===== config.mk =====
export PLATFORM = sky130hd
export DESIGN_NAME = seq_divider
export DESIGN_NICKNAME = d
export VERILOG_FILES = /design/src/rtl/seq_divider.sv
export SDC_FILE = /design/constraint.sdc
export NUM_CORES = 1
export LEC_CHECK = 0
export CAP_MARGIN = 20
export CORE_AREA = 2 2 228 230
export CTS_CLUSTER_DIAMETER = 50
export DETAILED_ROUTE_END_ITERATION = 12
export DIE_AREA = 0 0 230 232
export PLACE_DENSITY_LB_ADDON = 0.1
export SLEW_MARGIN = 10
export SYNTH_ARGS = -nofsm -noshare
export SYNTH_HDL_FRONTEND = slang
export SYNTH_SLANG_ARGS = --single-unit

===== constraint.sdc =====
create_clock -name clock -period 4.03 [get_ports clock]
set_clock_uncertainty 0.2 [all_clocks]
set_input_delay 0.403 -clock clock [delete_from_list [all_inputs] [get_ports clock]]
set_output_delay 0.403 -clock clock [all_outputs]
set_load 0.02 [all_outputs]

===== src/rtl/seq_divider.sv =====
// Sequential restoring divider (DIV/DIVU/REM/REMU) with a single-cycle result pulse.
// Define DIV_WORD_OP_EN to add the 32-bit W-variant operations selected by div_word.
module seq_divider (
    input  logic        clock,
    input  logic        reset,
    input  logic        div_valid,
    output logic        div_ready,
    input  logic        div_signed,
    input  logic        div_word,
    input  logic [63:0] dividend,
    input  logic [63:0] divisor,
    input  logic        flush,
    output logic        out_valid,
    output logic [63:0] quotient,
    output logic [63:0] remainder
);

    typedef enum logic [1:0] {IDLE, CALC, DONE} state_t;

    state_t      r_state, w_state_nxt;
    logic [63:0] r_quo, r_rem, r_bdiv, r_hold_q, r_hold_r;
    logic [5:0]  r_cnt;
    logic        r_neg_q, r_neg_r;

    logic        w_accept, w_a_neg, w_b_neg, w_div_zero, w_ovf, w_special, w_ge;
    logic [63:0] w_a_ext, w_b_ext, w_a_mag, w_b_mag, w_min, w_quo_init;
    logic [63:0] w_q_fix, w_r_fix, w_q_res, w_r_res;
    logic [64:0] w_sh, w_diff;
    logic [5:0]  w_cnt_init;

`ifdef DIV_WORD_OP_EN
    logic r_word;

    // Word operands are extended to 64 bits so one magnitude path serves both widths.
    always_comb begin
        w_a_ext    = div_word ? {{32{div_signed & dividend[31]}}, dividend[31:0]} : dividend;
        w_b_ext    = div_word ? {{32{div_signed & divisor[31]}}, divisor[31:0]} : divisor;
        w_min      = div_word ? 64'hFFFF_FFFF_8000_0000 : 64'h8000_0000_0000_0000;
        w_cnt_init = div_word ? 6'd31 : 6'd63;
        w_quo_init = div_word ? {w_a_mag[31:0], 32'h0} : w_a_mag;
        w_q_res    = r_word ? {{32{w_q_fix[31]}}, w_q_fix[31:0]} : w_q_fix;
        w_r_res    = r_word ? {{32{w_r_fix[31]}}, w_r_fix[31:0]} : w_r_fix;
    end

    always_ff @(posedge clock) begin
        if (reset)         r_word <= 1'b0;
        else if (w_accept) r_word <= div_word;
    end
`else
    logic w_unused_word;

    assign w_unused_word = div_word;
    assign w_a_ext       = dividend;
    assign w_b_ext       = divisor;
    assign w_min         = 64'h8000_0000_0000_0000;
    assign w_cnt_init    = 6'd63;
    assign w_quo_init    = w_a_mag;
    assign w_q_res       = w_q_fix;
    assign w_r_res       = w_r_fix;
`endif

    assign div_ready  = (r_state == IDLE);
    assign w_accept   = div_valid & div_ready & ~flush;

    assign w_a_neg    = div_signed & w_a_ext[63];
    assign w_b_neg    = div_signed & w_b_ext[63];
    assign w_a_mag    = w_a_neg ? (~w_a_ext + 64'd1) : w_a_ext;
    assign w_b_mag    = w_b_neg ? (~w_b_ext + 64'd1) : w_b_ext;
    assign w_div_zero = (w_b_ext == 64'h0);
    assign w_ovf      = div_signed & (w_a_ext == w_min) & (w_b_ext == '1);
    assign w_special  = w_div_zero | w_ovf;

    assign w_sh       = {r_rem, r_quo[63]};
    assign w_diff     = w_sh - {1'b0, r_bdiv};
    assign w_ge       = ~w_diff[64];

    assign w_q_fix    = r_neg_q ? (~r_quo + 64'd1) : r_quo;
    assign w_r_fix    = r_neg_r ? (~r_rem + 64'd1) : r_rem;

    // A flush in the DONE cycle suppresses the pulse and leaves the outputs untouched.
    assign out_valid  = (r_state == DONE) & ~flush;
    assign quotient   = out_valid ? w_q_res : r_hold_q;
    assign remainder  = out_valid ? w_r_res : r_hold_r;

    always_ff @(posedge clock) begin
        if (reset) r_state <= IDLE;
        else       r_state <= w_state_nxt;
    end

    always_comb begin
        w_state_nxt = r_state;
        case (r_state)
            IDLE:    if (w_accept) w_state_nxt = w_special ? DONE : CALC;
            CALC:    if (flush) w_state_nxt = IDLE;
                     else if (r_cnt == 6'd0) w_state_nxt = DONE;
            DONE:    w_state_nxt = IDLE;
            default: w_state_nxt = IDLE;
        endcase
    end

    always_ff @(posedge clock) begin
        if (reset) begin
            r_quo    <= 64'h0;
            r_rem    <= 64'h0;
            r_bdiv   <= 64'h0;
            r_cnt    <= 6'd0;
            r_neg_q  <= 1'b0;
            r_neg_r  <= 1'b0;
            r_hold_q <= 64'h0;
            r_hold_r <= 64'h0;
        end else begin
            if (w_accept) begin
                r_cnt   <= w_cnt_init;
                r_bdiv  <= w_b_mag;
                r_neg_q <= ~w_special & (w_a_neg ^ w_b_neg);
                r_neg_r <= ~w_special & w_a_neg;
                if (w_div_zero) begin
                    r_quo <= '1;
                    r_rem <= w_a_ext;
                end else if (w_ovf) begin
                    r_quo <= w_a_ext;
                    r_rem <= 64'h0;
                end else begin
                    r_quo <= w_quo_init;
                    r_rem <= 64'h0;
                end
            end else if (r_state == CALC) begin
                r_rem <= w_ge ? w_diff[63:0] : w_sh[63:0];
                r_quo <= {r_quo[62:0], w_ge};
                if (r_cnt != 6'd0) r_cnt <= r_cnt - 6'd1;
            end
            if (out_valid) begin
                r_hold_q <= w_q_res;
                r_hold_r <= w_r_res;
            end
        end
    end

endmodule


==> results of run 1 <==
-- cell usage after synthesis (34+ instances only) --
master and number:
a211oi_1 60, nor2_1 328, o31ai_1 71, o21ai_0 156, xnor2_1 88, nor4_1 36, dfxtp_1 330, nor3_1 59
or3_1 40, a221oi_1 63, and2_1 141, clkbuf_1 155, o41ai_1 34, ha_1 71, a21oi_1 323, mux2i_1 93
nand2_1 182, inv_1 99, nand4_1 39, xor2_1 213
-- critical path, cell delays in order (launching register included) --
cell	delay [ps]
dfxtp_2	320
or3_4	380
or4_4	420
or4_4	440
or2_4	300
nor3_4	170
buf_6	140
nand3_4	90
buf_6	160
buf_4	130
o21ai_2	130
xor2_1	260
a21oi_2	100
buf_4	170
-- how the worst max path moves through the flow --
stage             start       endpoint  slack [ps]
2_1_floorplan  r_rem[2]  remainder[61]         360
3_3_place_gp   r_rem[2]  remainder[59]        -400
6_report       r_rem[4]  remainder[57]        -370
3_5_place_dp   r_rem[2]  remainder[59]        -400
4_1_cts        r_rem[4]  remainder[58]        -280
5_1_grt        r_rem[4]  remainder[57]        -440
-- cell type report --
cell class	instances	area (sq um)
repair buffers	595	5220
clock inverters	23	349
inverters	99	373
clock buffers	57	1250
fillers	4674	20100
well taps	680	851
flip-flops and latches	330	6610
diodes	2	5.00
multi-input cells	2311	16100
-- cells by family (layout without fill, tap and decap cells) --
group | Yosys count | in the layout | share of synthesized area
AOI/OAI and AO/OA | 885 | 885 | 0.254
xor gates and xnor gates | 301 | 301 | 0.116
buffers and inverters | 281 | 774 | 0.0499
DFF | 330 | 330 | 0.290
muxes | 96 | 96 | 0.0424
other | 0 | 2 | 0
and+or+nand+nor | 957 | 957 | 0.208
adders and majority gates | 72 | 72 | 0.0399
-- flip-flops by register name, summed over array words and instances, names as in the netlist --
| signal | cells |
|---|---|
| r_bdiv | 64 |
| r_cnt | 6 |
| r_hold_q | 64 |
| r_hold_r | 64 |
| r_neg_q | 1 |
| r_neg_r | 1 |
| r_quo | 64 |
| r_rem | 64 |
| r_state | 2 |
-- metal layers --
metal  routed length, microns  share of wire  track usage  vias up
met5                        0              0            0        -
met2                    37400           0.45        0.481      783
met4                     2250          0.027       0.0879        0
met3                     5430          0.066       0.0448      132
met1                    37700           0.46        0.412    11400
li1                         -              -            -    11500
-- power groups by stage --
| stage | combinational, mW | clock (mW) | sequential (mW) |
|---|---|---|---|
| after floorplan | 3.09 | 0 | 3.75 |
| after global placement | 5.18 | 0 | 3.74 |
| after detailed placement | 5.24 | 0 | 3.76 |
| after CTS | 5.41 | 4.39 | 3.69 |
| after global routing | 6.06 | 4.53 | 3.73 |
| final | 5.59 | 4.33 | 3.71 |
-- cells in the final DEF, fill, tap and decap left out, drive strengths merged, types with 16 or more instances in the layout --
master,n
a2111oi,16
a211oi,60
a21o,21
a21oi,323
a221oi,63
and2,141
buf,386
clkbuf,73
clkdlybuf4s50,168
dfxtp,330
ha,71
inv,107
mux2i,93
nand2,182
nand2b,19
nand3,28
nand4,39
nor2,330
nor3,62
nor4,36
o211a,20
o211ai,16
o21ai,158
o31ai,71
o41ai,36
or3,40
or4,28
xnor2,88
xor2,213
-- what timing repair did --
item                                    4_1_cts  5_1_grt
endpoints found under the setup margin      142      144
resized for setup                           414      178
pin swaps                                    58       64
buffers inserted                              6        6
==> flow_metrics.tcl, run 1 <==
set metrics [dict create \
    synth_area_leaders "dfxtp_1 (29%), xor2_1 (8.2%), a21oi_1 (7.1%), nor2_1 (5.4%), mux2i_1 (4.1%)" \
    clockBufferDepth 3 \
    final_cells 4097 \
    rsz0062_at_grt "yes" \
    drive_above_1_share 0.203 \
    viasPerCell 5.80 \
    power_switching_mw 5.00 \
    io_buffers 262 \
    final_nets 3590 \
    placed_area_sq_mm 0.0281 \
    cts_sinks 330 \
    overflow 0 \
    rrSetupSlack_ps 190 \
    max_slew_margin 0.178 \
    hold_buffers 0 \
    synth_top_area_share 0.290 \
    finalSetupViolCount 25 \
    ios 264 \
    grt_pass1_wl_microns 127000 \
    cts_tree "built" \
    r2r-start "r_rem[5]" \
    synthToLayoutAreaGrowth_pct 35.5 \
    p_leak_nw 12.5 \
    combPwrFrac 0.410 \
    fin_total_pwr_mw 13.6 \
    die_y_microns 232 \
    synth_area_sq_mm 0.0227 \
    whs_endpoint "r_neg_q" \
    cap_violations 0 \
    worst-endpoint-required_ps 3430 \
    start_util 0.447 \
    yosysSeqAreaShare 0.290 \
    drt_iter0_markers 1650 \
    htreeDepth 2 \
    syn-num-nets 3128 \
    dieArea_sq_mm 0.0534 \
    finalMaxSlewViolations 0 \
    rows 83 \
    dp.cells 4003 \
    hp-class "in2reg" \
    yosysTopAreaCell "dfxtp_1" \
    synth-edff-count 0 \
    root_buffer "clkbuf_16" \
    wl_per_cell_microns 20.2 \
    die_x_microns 230 \
    outcome "finished, violations left" \
    drc_errors 0 \
    tightest_slew_ps 1230 \
    ys_types 78 \
    wirelength_microns 82700 \
    final_core_util 0.605 \
    grt_max_degree 142 \
    grt_pass1_vias 22500 \
    cellPowerDensity_mw_per_mm2 442 \
    insertion_delay_ps 590 \
    async_flop_share 0 \
    yosys_warnings 0 \
    ir_drop_mv 0.264 \
    hp-start "reset" \
    hold_viol 0 \
    antenna_found_initial 1 \
    coreArea_sq_mm 0.0509 \
    hold_slack_ps 77.9 \
    setup_ws_ps -373 \
    r2r-end "r_rem[57]" \
    hpwl_microns 63600 \
    worstSetupStartpointType "register" \
    ff2ff_path_depth 13 \
    post_synth.cell_area_avg_sq_um 7.78 \
    numCtsBuffers 47 \
    cts.clk_slew.worst_paths_ps 60 \
    worstSetupEndpointType "output port" \
    setup_tns_ps -3650 \
    crit_arrival_ps 3800 \
    violations "negative setup slack" \
    synth-seq-cells 330 \
    worstSetupPathType "reg2out" \
    dpl_worst_slack_ps -396 \
    track_usage 0.298 \
    synthFlopType "dfxtp_1" \
    syn_inst 2922 \
    swShare 0.367 \
    cp_max_fo 3 \
    internal_power_mw 8.63 \
    p_clk_frac 0.318 \
    period_share 1.09 \
    first_pass_iters 7 \
    final_cell_area_sq_mm 0.0308 \
    drtAntennaViolNets 0 \
    pwr-share-seq 0.272 \
    clock.fmax_mhz 227 \
    whs_path_depth 2 \
    place_congestion 0.953 \
    period_minus_slack_ps 4400 \
    vias 23800 \
]
(Power assumes the default switching activity.)
==> run 2: changes to the inputs <==
Settings changed: SETUP_SLACK_MARGIN from default to 0.05.
==> run 2 against run 1 <==
  * The flow still finishes with violations (negative setup slack)
  * Worst hold slack lost 3.7 ps
  * Utilization grew 0.61 points
  * Count of clock-buffer cells in the layout is the same
  * Via count grew 0.12%
  * Setup slack gained 14 ps
  * Sequential share of layout area shrank 0.21 points
  * Maximum frequency grew 0.31%
  * Final area grew 1.0%
  * Critical endpoint unchanged
  * Largest power group unchanged
==> flow_metrics.tcl, run 2 (synthesized netlist as in run 1, its figures left out) <==
set metrics [dict create \
    whs_endpoint "r_neg_q" \
    drive_above_1_share 0.209 \
    rsz0062_at_grt "yes" \
    period_minus_slack_ps 4390 \
    rows 83 \
    htreeDepth 2 \
    cp_top_family "simple AND/OR/NAND/NOR gates" \
    clock.fmax_mhz 228 \
    ir_drop_mv 0.263 \
    cp_cell_sequence "or3_4, or4_4, or4_4, or2_4, nor3_4, buf_6, nand3_4, buf_6, buf_4, o21ai_2, xor2_1, a21oi_2, buf_4" \
    cp_max_fo 3 \
    overflow 0 \
    crit_arrival_ps 3790 \
    max_slew_margin 0.150 \
    die_y_microns 232 \
    p_leak_nw 12.6 \
    coreArea_sq_mm 0.0509 \
    numCtsBuffers 47 \
    worstSetupStartpointType "register" \
    r2r-start "r_quo[63]" \
    tightest_slew_ps 1280 \
    wirelength_microns 83200 \
    drtAntennaViolNets 0 \
    drc_errors 0 \
    viasPerCell 5.80 \
    cts_sinks 330 \
    p_clk_frac 0.316 \
    final_core_util 0.612 \
    violations "negative setup slack" \
    antenna_found_initial 1 \
    drt_iter0_markers 1824 \
    final_nets 3597 \
    critPathMaxStageDelay_ps 440 \
    crit_path_top_delay_cell "or4_4" \
    worstSetupPathType "reg2out" \
    r2r-end "r_rem[18]" \
    start_util 0.447 \
    ff2ff_path_depth 18 \
    power_switching_mw 5.05 \
    hp-start "reset" \
    first_pass_iters 5 \
    dieArea_sq_mm 0.0534 \
    cellPowerDensity_mw_per_mm2 441 \
    wl_per_cell_microns 20.3 \
    grt_max_degree 142 \
    hold_buffers 0 \
    whs_path_depth 2 \
    hold_viol 0 \
    io_buffers 262 \
    grt_pass1_wl_microns 127000 \
    hpwl_microns 63600 \
    root_buffer "clkbuf_16" \
    cts.clk_slew.worst_paths_ps 60 \
    layout_commonest_cell "buf_4" \
    swShare 0.368 \
    outcome "finished, violations left" \
    clockBufferDepth 3 \
    synthToLayoutAreaGrowth_pct 36.8 \
    place_congestion 0.953 \
    grt_pass1_vias 22500 \
    rrSetupSlack_ps 230 \
    hp-class "in2reg" \
    finalMaxSlewViolations 0 \
    insertion_delay_ps 590 \
    track_usage 0.299 \
    final_cell_area_sq_mm 0.0311 \
    cts_tree "built" \
    worst-endpoint-required_ps 3430 \
    vias 23800 \
    worstSetupEndpointType "output port" \
    pwr-share-seq 0.271 \
    final_cell_mix "buf_4 (334), dfxtp_1 (324), nor2_1 (321), a21oi_1 (278), xor2_1 (202)" \
    combPwrFrac 0.414 \
    setup_ws_ps -359 \
    antenna_cells 0 \
    ios 264 \
    cap_violations 0 \
    internal_power_mw 8.67 \
    finalSetupViolCount 28 \
    critPathBufInv 4 \
    period_share 1.09 \
    fin_total_pwr_mw 13.7 \
    placed_area_sq_mm 0.0281 \
    die_x_microns 230 \
]
[run 2: power by group through the flow]
stage | Sequential, mW | Clock, mW | Combinational (mW)
after global placement | 3.74 | 0 | 5.18
final | 3.71 | 4.33 | 5.67
after global routing | 3.74 | 4.53 | 6.14
after detailed placement | 3.76 | 0 | 5.24
after floorplan | 3.75 | 0 | 3.09
after CTS | 3.70 | 4.39 | 5.43
[run 2: how the worst max path moves through the flow]
| stage | startpoint | to | slack (ps) | cells after the start |
|---|---|---|---|---|
| floorplan | r_rem[2] | remainder[61] | 360 | 9 |
| global placement | r_rem[2] | remainder[59] | -400 | 12 |
| detailed placement | r_rem[2] | remainder[59] | -400 | 12 |
| CTS | r_rem[4] | remainder[59] | -280 | 12 |
| global route | r_rem[4] | remainder[57] | -440 | 13 |
| finish | r_rem[4] | remainder[57] | -360 | 13 |
[run 2: area by class of cell]
| cell class | instances | area, sq um |
|---|---|---|
| clock buffer | 57 | 1250 |
| clock inverter | 23 | 349 |
| timing repair buffer | 602 | 5340 |
| inverter | 99 | 373 |
| tap | 680 | 851 |
| sequential | 330 | 6610 |
| multi-input combinational | 2311 | 16300 |
| fill | 4631 | 19800 |
[run 2: per-layer routing]
layer / GRT usage / vias to the layer above / routed length [microns]
li1: - / 11500 / -
met1: 0.413 / 11300 / 37700
met2: 0.480 / 789 / 37500
met3: 0.0453 / 145 / 5490
met4: 0.0895 / 0 / 2440
met5: 0 / - / 0
[run 2: timing repair]
action / 4_1_cts / 5_1_grt
gates resized for setup: 463 / 195
endpoints found under the hold margin: 0 / 0
buffers inserted: 8 / 12
endpoints found under the setup margin: 150 / 161
pin swaps: 68 / 97
[run 2: through the flow]
step	setup WS [ps]	hold WS (ps)	instances	TNS, ps
6_report	-359	74.2	4102	-3960
5_1_grt	-438	79.9	4102	-6940
4_1_cts	-279	59.1	4091	-3530
3_5_place_dp	-396	253	4003	-24490
3_3_place_gp	-398	246	4003	-19680
2_1_floorplan	363	225	2922	0
==> run 3: changes to the inputs <==
--- a/config.mk
+++ b/config.mk
@@ -12,3 +12,3 @@
 export DIE_AREA = 0 0 230 232
-export PLACE_DENSITY_LB_ADDON = 0.1
+export PLACE_DENSITY = 0.66
 export SETUP_SLACK_MARGIN = 0.05
==> constraint.sdc (replaced) <==
create_clock -name clock -period 4.7 [get_ports clock]
set_clock_uncertainty 0.2 [all_clocks]
set_input_delay 0.94 -clock clock [delete_from_list [all_inputs] [get_ports clock]]
set_output_delay 0.94 -clock clock [all_outputs]
set_load 0.02 [all_outputs]
==> run 3 against run 2 <==
  * The run still ends with negative setup slack left
  * Highest routed layer is now met5
  * Setup slack improved by 170 ps
  * Clock power shrank 30%
  * Final area fell by 6.3%
  * Total power fell by 23%
  * Final cell count fell by 2.9%
  * Register-to-register slack gained 70 ps
  * Die area is the same
  * Wire length down 5.4%
  * Worst hold slack improved by 180 ps
==> flow_metrics.tcl, run 3 (synthesized netlist as in run 1, its figures left out) <==
set metrics [dict create \
    finalMaxSlewViolations 0 \
    worstSetupPathType "reg2out" \
    violations "negative setup slack" \
    grt_pass1_wl_microns 122000 \
    crit_arrival_ps 3750 \
    p_leak_nw 11.9 \
    overflow 0 \
    cts.clk_slew.worst_paths_ps 60 \
    final_cell_mix "dfxtp_1 (325), nor2_1 (322), a21oi_1 (305), buf_4 (234), xor2_1 (202)" \
    hp-class "reg2reg" \
    final_nets 3482 \
    synthToLayoutAreaGrowth_pct 28.2 \
    cts_tree "built" \
    numCtsBuffers 41 \
    period_share 1.04 \
    htreeDepth 2 \
    fin_total_pwr_mw 10.6 \
    first_pass_iters 5 \
    worstSetupStartpointType "register" \
    clockBufferDepth 3 \
    setup_ws_ps -192 \
    rows 83 \
    ios 264 \
    cellPowerDensity_mw_per_mm2 363 \
    wl_per_cell_microns 19.7 \
    die_x_microns 230 \
    drive_above_1_share 0.154 \
    wirelength_microns 78700 \
    cts_sinks 330 \
    cp_max_fo 3 \
    ir_drop_mv 0.223 \
    placed_area_sq_mm 0.0274 \
    io_buffers 262 \
    hpwl_microns 61500 \
    clock.fmax_mhz 204 \
    antenna_found_initial 1 \
    drc_errors 0 \
    antenna_cells 0 \
    outcome "finished, violations left" \
    drtAntennaViolNets 0 \
    rsz0062_at_grt "yes" \
    place_congestion 0.958 \
    period_minus_slack_ps 4890 \
    finalSetupViolCount 19 \
    hold_viol 0 \
    grt_pass1_vias 21900 \
    root_buffer "clkbuf_16" \
    vias 23100 \
    die_y_microns 232 \
    cap_violations 0 \
    max_slew_margin 0.307 \
    dieArea_sq_mm 0.0534 \
    layout_commonest_cell "dfxtp_1" \
    worst-endpoint-required_ps 3560 \
    final_cell_area_sq_mm 0.0292 \
    coreArea_sq_mm 0.0509 \
    insertion_delay_ps 570 \
    start_util 0.447 \
    setup_tns_ps -1920 \
    viasPerCell 5.80 \
    worstSetupEndpointType "output port" \
    drt_iter0_markers 1728 \
    tightest_slew_ps 1030 \
    track_usage 0.285 \
    hold_buffers 0 \
    dpl_worst_slack_ps -192 \
    final_core_util 0.573 \
    grt_max_degree 115 \
]
-- run 3: timing repair --
| item | in CTS | in global routing |
|---|---|---|
| pin swaps | 47 | 37 |
| setup buffers | 2 | 3 |
| gates resized for setup | 320 | 97 |
| gates cloned | 0 | 0 |
| endpoints found under the setup margin | 90 | 106 |
| hold endpoints to repair | 0 | 0 |
-- run 3: critical path, cell delays in order (launching register included) --
cell and delay (ps):
dfxtp_2 320, or3_4 380, or4_4 430, or4_4 440, or2_4 290, nor3_2 160
buf_4 160, nand3_4 90, buf_6 180, o41ai_4 230, xor2_1 260, a21oi_2 90
buf_4 160
-- run 3: final cells by class --
type / count / area (sq um)
clock inverters: 20 / 158
multi-input cells: 2311 / 15700
inverters: 99 / 373
well taps: 680 / 851
clock buffers: 52 / 1120
flip-flops and latches: 330 / 6610
fillers: 4751 / 21700
repair buffers: 493 / 4360
-- run 3: path summary, 6_finish.rpt --
kind / from / endpoint / slack, ps / cells after the start
setup / recovery: r_rem[3] / remainder[59] / -190 / 12
hold / removal: r_bdiv[51] / r_bdiv[51] / 250 / 2
setup reg to reg: r_rem[0] / r_rem[4] / 300 / 16
hold reg to reg: r_bdiv[51] / r_bdiv[51] / 250 / 2
-- run 3: report_power, final --
part           switching (mW)  internal, mW  leakage (nW)  total [mW]
combinational            2.55          1.81          8.53        4.37
clock                    1.28          1.75         0.630        3.03
sequential              0.187          3.00          2.70        3.18
total                    4.02          6.56          11.9        10.6
-- run 3: per-stage QoR --
stage	std cells	hold WS, ps
after CTS	3982	256
after global routing	3985	281
after detailed placement	3908	243
after floorplan	2922	225
final	3985	255
after global placement	3908	243
-- run 3: layer usage --
metal / track usage / vias up / share of wire
met3: 0.0357 / 145 / 0.063
met5: 0 / - / 0.00017
met4: 0.0972 / 2 / 0.032
met2: 0.446 / 721 / 0.44
met1: 0.404 / 11000 / 0.47
li1: - / 11300 / -
